$ cat src/rtl/if_id_fetch_queue_pkg.sv
// Shared sizing constants for the fetch-to-decode instruction queue.
package if_id_fetch_queue_pkg;
  localparam int ADDRESS_LEN       = 32;
  localparam int INSTRUCTION_LEN   = 32;
  localparam int FETCH_QUEUE_DEPTH = 4;
endpackage

$ cat src/rtl/if_id_fetch_queue_fq_ptr_counter.sv
// Wrapping pointer with synchronous reset, clear (flush) and increment.
module fq_ptr_counter #(
  parameter int W = 2
) (
  input  logic         i_clk,
  input  logic         i_rst,
  input  logic         i_clr,
  input  logic         i_inc,
  output logic [W-1:0] o_cnt
);
  logic [W-1:0] r_cnt;

  // Power-of-two depth: natural overflow of W bits is the wrap to 0.
  always_ff @(posedge i_clk) begin
    if (i_rst || i_clr) r_cnt <= '0;
    else if (i_inc)     r_cnt <= r_cnt + W'(1);
  end

  assign o_cnt = r_cnt;
endmodule

$ cat src/rtl/if_id_fetch_queue.sv
// In-order {PC, instruction} buffer between fetch and decode; flush empties it.
module if_id_fetch_queue
  import if_id_fetch_queue_pkg::*;
#(
  parameter int DEPTH   = FETCH_QUEUE_DEPTH,
  parameter int ADDR_W  = ADDRESS_LEN,
  parameter int INSTR_W = INSTRUCTION_LEN,
  localparam int PTR_W  = $clog2(DEPTH),
  localparam int CNT_W  = $clog2(DEPTH) + 1
) (
  input  logic               clk,
  input  logic               rst,
  input  logic               flush,
  input  logic               in_valid,
  output logic               in_ready,
  input  logic [ADDR_W-1:0]  in_pc,
  input  logic [INSTR_W-1:0] in_instr,
  output logic               out_valid,
  input  logic               out_ready,
  output logic [ADDR_W-1:0]  out_pc,
  output logic [INSTR_W-1:0] out_instr,
  output logic [CNT_W-1:0]   count,
  output logic               freeze_if
);
  // Handshake: a transfer happens on an edge where valid & ready are both high
  // and flush is low; ready depends only on registered occupancy, never on the
  // other side's valid/ready, so there is no combinational in->out path.
  logic [ADDR_W+INSTR_W-1:0] r_mem [DEPTH];
  logic [CNT_W-1:0]          r_count;
  logic [PTR_W-1:0]          w_head;
  logic [PTR_W-1:0]          w_tail;
  logic                      w_full;
  logic                      w_empty;
  logic                      w_push;
  logic                      w_pop;

  assign w_full  = (r_count == CNT_W'(DEPTH));
  assign w_empty = (r_count == '0);
  assign w_push  = in_valid & ~w_full & ~flush & ~rst;
  assign w_pop   = ~w_empty & out_ready & ~flush & ~rst;

  fq_ptr_counter #(.W(PTR_W)) u_head (
    .i_clk (clk),
    .i_rst (rst),
    .i_clr (flush),
    .i_inc (w_pop),
    .o_cnt (w_head)
  );

  fq_ptr_counter #(.W(PTR_W)) u_tail (
    .i_clk (clk),
    .i_rst (rst),
    .i_clr (flush),
    .i_inc (w_push),
    .o_cnt (w_tail)
  );

  // Storage is deliberately not reset; outputs are masked while empty.
  always_ff @(posedge clk) begin
    if (w_push) r_mem[w_tail] <= {in_pc, in_instr};
  end

  always_ff @(posedge clk) begin
    if (rst || flush) r_count <= '0;
    else begin
      unique case ({w_push, w_pop})
        2'b10:   r_count <= r_count + CNT_W'(1);
        2'b01:   r_count <= r_count - CNT_W'(1);
        default: r_count <= r_count;
      endcase
    end
  end

  assign in_ready  = ~w_full;
  assign freeze_if = w_full;
  assign out_valid = ~w_empty;
  assign count     = r_count;
  assign out_pc    = out_valid ? r_mem[w_head][ADDR_W+INSTR_W-1:INSTR_W] : '0;
  assign out_instr = out_valid ? r_mem[w_head][INSTR_W-1:0] : '0;
endmodule
$ cat config.mk
export PLATFORM = sky130hd
export DESIGN_NAME = if_id_fetch_queue
export DESIGN_NICKNAME = d
export VERILOG_FILES = /design/src/rtl/if_id_fetch_queue_pkg.sv /design/src/rtl/if_id_fetch_queue_fq_ptr_counter.sv /design/src/rtl/if_id_fetch_queue.sv
export SDC_FILE = /design/constraint.sdc
export NUM_CORES = 1
export LEC_CHECK = 0
export CORE_ASPECT_RATIO = 1.2
export CORE_MARGIN = 1
export CORE_UTILIZATION = 40
export DETAILED_ROUTE_END_ITERATION = 10
export PLACE_DENSITY = 0.65
export SYNTH_ARGS = -nofsm -noshare
export SYNTH_HDL_FRONTEND = slang
export SYNTH_SLANG_ARGS = --single-unit
export TNS_END_PERCENT = 5
$ cat constraint.sdc
create_clock -name clk -period 4 [get_ports clk]
set_input_delay 1 -clock clk [delete_from_list [all_inputs] [get_ports clk]]
set_output_delay 1 -clock clk [all_outputs]
set_load 0.03 [all_outputs]
== Word-level counts from Yosys, hierarchy flattened ==
Memories as Yosys holds them, arrays and structs flattened. A register that Yosys moved wholly into a read port is not among the register bits.
Cells that the tools add are included.
Widths: inputs -> output; s select.

* Add/sub/neg operators: 4
* Shift-type cells: 0
* Equality and inequality tests: 3
* Bitwise gates (word level): 10
* Magnitude comparators: 0
* Divide/modulo/power cells: 0
* Reductions and logical operators: 3
* Multiplexer cells: 7
* $mul: 0

{| class="wikitable"
|+ Operators with widths
! operator !! number
|-
| $mux 32 || 2
|-
| $and 1x1->1 || 6
|-
| $pmux 3 s2 || 1
|-
| $add 2x1->2 const B || 2
|-
| $mux 2 || 2
|-
| $not 1->1 || 4
|-
| $add 3x1->3 const B || 1
|-
| $eq 3x3->1 const B || 1
|-
| $logic_not 3->1 || 1
|-
| $sub 3x1->3 const B || 1
|-
| $eq 2x1->1 const B || 1
|-
| $eq 2x2->1 const B || 1
|-
| $mux 1 || 2
|-
| $reduce_bool 2->1 || 1
|-
| $logic_or 1x1->1 || 1
|}

* Memories kept: 1
* Memory bits (read-only): 0
* Memory bits (writable): 256
* Output and inout bits: 70
* Word-level logic and storage cells: 31
* Latch bits: 0
* Bits in registers: 7
* Bits of input ports: 69

{| class="wikitable"
|+ Memories
! memory !! words !! width !! rd ports !! clocked after memory_dff !! wr ports !! line !! text
|-
| r_mem || 4 || 64 || 1 || 1 || 1 || if_id_fetch_queue.sv:28 || <nowiki>logic [ADDR_W+INSTR_W-1:0] r_mem [DEPTH];</nowiki>
|}

== Logic depth before layout (Yosys ltp) ==
* Word-level depth: 7
* Depth in mapped cells: 10
* Depth with buffers taken out: 9

== Cells and area by module ==
Synthesis repeated with hierarchy kept, for this count alone.

* Cell total of the unflattened synthesis: 447
* Area total of the unflattened synthesis: 10132.2 um2

{| class="wikitable"
|+ By module, submodules not included
! module !! cells an instance !! sequential area each (um2) !! times used !! area an instance (um2)
|-
| if_id_fetch_queue || 433 || 7747.4 || 1 || 9964.6
|-
| fq_ptr_counter || 7 || 40.0 || 2 || 83.8
|}

== Least setup slack after synthesis ==
OpenSTA, ideal clock, no wires.

* Path type: input -> register
* Start: input port flush
* End: memory r_mem[0][0] in the netlist's numbering (enable)
* Path slack: 769 ps
* Required time: 3571 ps
* Arrival time: 2802 ps
* Stages: 2
* Path buffers: 0
* Library setup time: 429 ps
* Cells stage by stage: nor2_1 -> and3_1

* Longest elaborated chain between the ends: 5

{| class="wikitable"
|+ RTL lines
! item !! line !! text
|-
| from (decl) || if_id_fetch_queue.sv:13 || <nowiki>input logic flush,</nowiki>
|-
| $not 1->1 || if_id_fetch_queue.sv:39 || <nowiki>assign w_push = in_valid & ~w_full & ~flush & ~rst;</nowiki>
|-
| $and 1x1->1 (2 in a row) || if_id_fetch_queue.sv:39 ||
|-
| $mux 1 || if_id_fetch_queue.sv:60 || <nowiki>if (w_push) r_mem[w_tail] <= {in_pc, in_instr};</nowiki>
|-
| $mux 1 (implied by the code) || if_id_fetch_queue.sv:60 ||
|-
| to (decl) || if_id_fetch_queue.sv:28 ||
|}

Every way passes these cells.

==> results.md <==
* Status: finished clean
* WS Path Type: reg2out
* Chip height at 177.2 um
* Maximum vdd drop at 314.1 uV
* Die W at 148.0 um
* Register area at 7875 sq um
* Required time worst endpoint at 3000 ps
* Hold Buf Count CTS at 0
* Crit Reg-Reg Startpoint: count[2]
* Netlist cell types at 29
* Final worst setup slack at 204.3 ps
* DRC violations left at 0
* PwrDens at 446.1 nW/um^2
* Cts repair resizes at 1
* EDFF count, synth at 256
* Most common cell after layout, fill and taps aside: edfxtp_1
* Async S/R FF share, synth at 0%
* Final instance area at 12910 sq um
* CTS tree: built
* Seq cells post-synth at 265
* Pre-CTS setup slack at 540.2 ps
* Routed Antenna Nets at 0
* Largest net degree at the start of global routing at 66
* Reg clk slew, reported paths at 60 ps
* Inst Count DP at 913
* Worst hold path type: reg2reg
* Mapped cell area at 10230 sq um
* Critical Path AT at 2800 ps
* Placed inst area at 12020 sq um
* IO Pins at 139
* Max-slew violation count at 0
* Diode count at 0
* Vias at 4887
* 1st-pass router iterations at 4
* Worst hold start: u_head.o_cnt[0]
* Area grow syn2layout at 26.20%
* Worst slew pin tran at 730.4 ps
* Syn nets at 535
* CTS Sinks at 265
* Capture point of the worst reg-to-reg path: count[2]
* Final Net Count at 691
* Post-synthesis sequential area ratio at 76.92%
* First-pass GRT wire length at 30.65 mm
* WHS at 545.2 ps
* Vias/cell at 5.085
* Mean post-synth cell area at 22.24 sq um
* Initial Util at 41.06%
* # fillers at 2018
* Clock root cell: clkbuf_16
* R2R depth at 9
* Setup_tns at 0 ps
* Initial antenna violation count at 2
* CP Capture Type: primary output
* Multi-input gate area at 2162 sq um
* Skew final at 13.81 ps
* Initial DRC count at 281
* Worst hold path depth at 2
* Finish-stage setup viols at 0
* CP Launch Type: flip-flop
* PortBufs at 138
* Num CTS Buffers at 26
* Vias in the first global route at 5419
* Die ar. at 26220 sq um
* Hold violation count in the final report at 0
* Number of cell rows at 63
* Final period util at 94.89%
* Cells after Synth at 460
* Maximum clock frequency at 263.5 MHz
* Core area at 24910 sq um
* H-tree Lvls at 1
* Leakage power at 4.052 nW
* # Post-CTS Setup Buffers at 0
* Final GP Congestion at 0.7250
* Synth Flop Type: edfxtp_1
* Setup slack, reg-to-reg at 1440 ps
* Synth warnings at 0
* Relative slew margins at 51.31%
* Hold Crit Endpoint: u_head.o_cnt[0]
* Share of cells above drive strength 1 at 19.65%
* Post-DP HPWL at 12.00 mm
* WL per Instance at 20.81 um
* GRT Overall Usage at 15.47%
* Most frequent cells in the layout: edfxtp_1 (256), clkdlybuf4s50_1 (138), and2_1 (64), mux4_2 (60), clkbuf_16 (27)
* # Max-Cap Violations at 0
* GRT Residual Overflow at 0
* Max clock buf depth at 3
* Post-layout min period at 3796 ps
* RSZ-0062 raised after global routing: false
* Worst-path maximum fanout at 30
* Final Non-Filler Cells at 961
* Clk_lat worst skew at 520 ps
* Total Wirelength at 20.00 mm
-- cells in the mapped netlist, types with 2 or more instances --
master    number  area [sq um]
and3_1         4         25.02
edfxtp_1     256          7687
clkbuf_1       8         30.03
and2_1        64         400.4
mux4_2        60          1351
nor2_1         8         30.03
a21oi_1        3         15.01
inv_1          6         22.52
ha_1           5         62.56
xor2_1         4         35.03
mux4_1         4         105.1
buf_2          7         35.03
dfxtp_1        9         180.2
buf_12         6         120.1
or3_1          2         12.51
-- cell families after synthesis --
group,synth area share (%)
buf+inv,2.190
xor+xnor,0.3425
flops,76.92
simple gates,4.954
mux,14.24
compound gates,0.5504
fa+ha+maj,0.8073
-- worst max-delay path, stage by stage, from the launching register on --
cell             delay (ps)
dfxtp_4                 610
buf_12                  320
mux4_2                  530
and2_1                  200
clkdlybuf4s50_1         600
-- routing by layer --
layer  GRT usage (%)  routed length (um)  vias to the layer above
met5               0                  17                        -
met4           4.510                 337                        2
met3           3.170                1192                       24
met2           26.33               10050                      145
met1           20.02                8399                     2543
li1                -                   -                     2173
-- power breakdown --
part           switching, mW  total, mW  internal, mW
Sequential           0.00777       3.08          3.07
Combinational          0.101      0.210         0.109
Clock                  0.991       2.47          1.48
-- registers in the layout, summed over array words and instances (netlist names), named ones only --
signal        cells
u_head.o_cnt      2
count             3
u_tail.o_cnt      2
r_mem           256
-- final cells by class --
| cell class | count | area share (%) |
|---|---|---|
| clock inverters | 16 | 1.270 |
| well taps | 325 | 3.150 |
| clock buffers | 32 | 5.612 |
| multi-input cells | 166 | 16.75 |
| inverters | 6 | 0.1745 |
| flip-flops and latches | 265 | 61.01 |
| repair buffers | 151 | 12.04 |
-- worst max path at each step --
stage                     cells after the start  startpoint             to  slack [ps]
after global placement                        3    count[0]      out_pc[2]         600
after detailed placement                      3    count[0]      out_pc[0]         540
after floorplan                               2       flush    r_mem[0][0]         770
after global routing                          4   flip-flop  out_instr[12]          50
after CTS                                     4   flip-flop  out_instr[12]         130
final                                         4   flip-flop  out_instr[23]         200
-- metrics by stage --
step | utilization, % | total power [mW]
after floorplan | - | 3.213
after global placement | 48.24 | 3.337
after detailed placement | 48.24 | 3.348
after CTS | 51.82 | 5.816
after global routing | 51.82 | 5.922
final | 51.82 | 5.758
Power figures use the tool's default switching activity.
==> edit: new RTL, same settings <==
Register the output `count` once more; this adds one clock of latency there. The other outputs are not delayed to match.
--- a/src/rtl/if_id_fetch_queue.sv
+++ b/src/rtl/if_id_fetch_queue.sv
@@ -74,7 +74,9 @@
   assign in_ready  = ~w_full;
   assign freeze_if = w_full;
   assign out_valid = ~w_empty;
-  assign count     = r_count;
+  always_ff @(posedge clk) begin
+    count <= r_count;
+  end
   assign out_pc    = out_valid ? r_mem[w_head][ADDR_W+INSTR_W-1:INSTR_W] : '0;
   assign out_instr = out_valid ? r_mem[w_head][INSTR_W-1:0] : '0;
 endmodule
Function: changed (a bounded check fails within 4 cycles, from zero or initial values).
==> edit against the unedited design <==
- first-iteration DRC count up 10%
- design area about the same
- synthesized area increased by 0.59%
- via count is 0.29% lower
- routed wire length is 1.8% lower
- sequential cell count increased by 3
- sequential share of layout area rose by 0.41 points
- worst setup slack got worse by 36 ps
- total power up 0.13%
==> edit: results (changes against the unedited design) <==
| Metric | Value |
|---|---|
| Drt initial violations | `309 (+10%)` |
| Setup WS pre-CTS | `623.8 ps (+83.60 ps)` |
| DRT Wirelength | `19.63 mm (-1.8%)` |
| Hold worst-path end | `count[1]$_DFF_P_` |
| Synthesized-area fraction occupied by ao, oa, aoi and oai cells | `0.005472 (-0.00003213)` |
| Buffers excl. clock | `147 (-2.6%)` |
| Worst hold slack | `443.1 ps (-102.1 ps)` |
| Layout clock buffer count | `33 (+3.1%)` |
| Maximum fanout along the worst path | `21 (-30%)` |
| Startpoint of the tightest hold check path | `r_count[1]$_SDFFE_PP0P_` |
| Number of diodes | `1 (+1)` |
| Number of global-route vias before repair | `5,457 (+0.70%)` |
| Number of filler instances in the final layout | `1,960 (-2.9%)` |
| Portion of the layout cell area used by clock cells | `0.06720 (-0.001616)` |
| WL per Instance | `20.47 µm (-1.6%)` |
| Number of antenna violations at the first check in global routing | `1 (-1)` |
| Synth cell count leaders | `sky130_fd_sc_hd__edfxtp_1 (256), sky130_fd_sc_hd__and2_1 (64), sky130_fd_sc_hd__mux4_2 (60), sky130_fd_sc_hd__dfxtp_1 (12)` |
| Top area cells in the synthesized netlist | `sky130_fd_sc_hd__edfxtp_1 (75%), sky130_fd_sc_hd__mux4_2 (13%), sky130_fd_sc_hd__and2_1 (3.9%)` |
| Number of standard cells after synthesis | `463 (+0.65%)` |
| Result of the run | `complete, no violations` |
| Standard cell area after detailed placement | `12,050 µm² (+0.25%)` |
| Register Area | `7935 µm² (+0.76%)` |
| Post-detail-place hpwl | `11.83 mm (-1.4%)` |
| Leak pwr | `4.060 nW (+0.18%)` |
| Post-layout net count | `689 (-0.29%)` |
| FF-to-FF Start | `r_count[2]$_SDFFE_PP0P_` |
| Syn-to-layout area delta | `25.59%` |
| Placed insts | `912 (-0.11%)` |
| Final-layout non-clock buffer area share | `0.1179 (-0.002441)` |
| Wire length of the first global-routing pass | `30.66 mm (about the same)` |
| Number of flip-flops and latches | `268 (+1.1%)` |
| Layout cell share with drive strength beyond 1 | `0.1880 (-0.008547)` |
| Critical register-to-register path endpoint | `r_count[2]$_SDFFE_PP0P_` |
| Instance count along the most critical hold path | `0 (-2)` |
| Share of synthesized area occupied by flip-flops and latches | `0.7705 (+0.001347)` |
| Slew of the pin with the lowest slew margin | `648.0 ps (-82.41 ps)` |
| Delay of the slowest critical-path stage | `640 ps (+30 ps)` |
| Layout Skew | `19.77 ps (+5.958 ps)` |
| Global-route usage over all layers | `0.1538 (-0.0008830)` |
| Mux cell area share after synthesis | `0.1416 (-0.0008311)` |
| Peak supply drop | `0.2643 mV (-16%)` |
| Area share of xor/xnor cells in the synthesized design | `0.003405 (-0.00001999)` |
-- edit: cell types whose count changed in the layout (fill, tap and decap cells not counted), moves of 2 or more --
| cell | change |
|---|---|
| sky130_fd_sc_hd__clkinvlp_4 | -4 |
| sky130_fd_sc_hd__dfxtp_1 | +3 |
| sky130_fd_sc_hd__clkinv_2 | +2 |
| sky130_fd_sc_hd__clkinv_1 | -3 |
| sky130_fd_sc_hd__clkbuf_16 | -2 |
| sky130_fd_sc_hd__buf_4 | -4 |
| sky130_fd_sc_hd__clkbuf_1 | +3 |
-- edit: where the power goes --
group	total [mW]	internal (mW)	switching (mW)
combinational	0.208	0.108	0.0996
clock	2.45	1.47	0.976
sequential	3.11	3.10	0.00764
-- edit: metal layers --
layer  share of wire  track usage
met5         0.00061            0
met4           0.019      0.04596
met3           0.051      0.03008
met2            0.51       0.2639
met1            0.42       0.1978
-- edit: repair_timing --
item                       4_1_cts  5_1_grt
setup endpoints to repair        0       65
hold buffers                     0        0
gates resized for setup          0        1
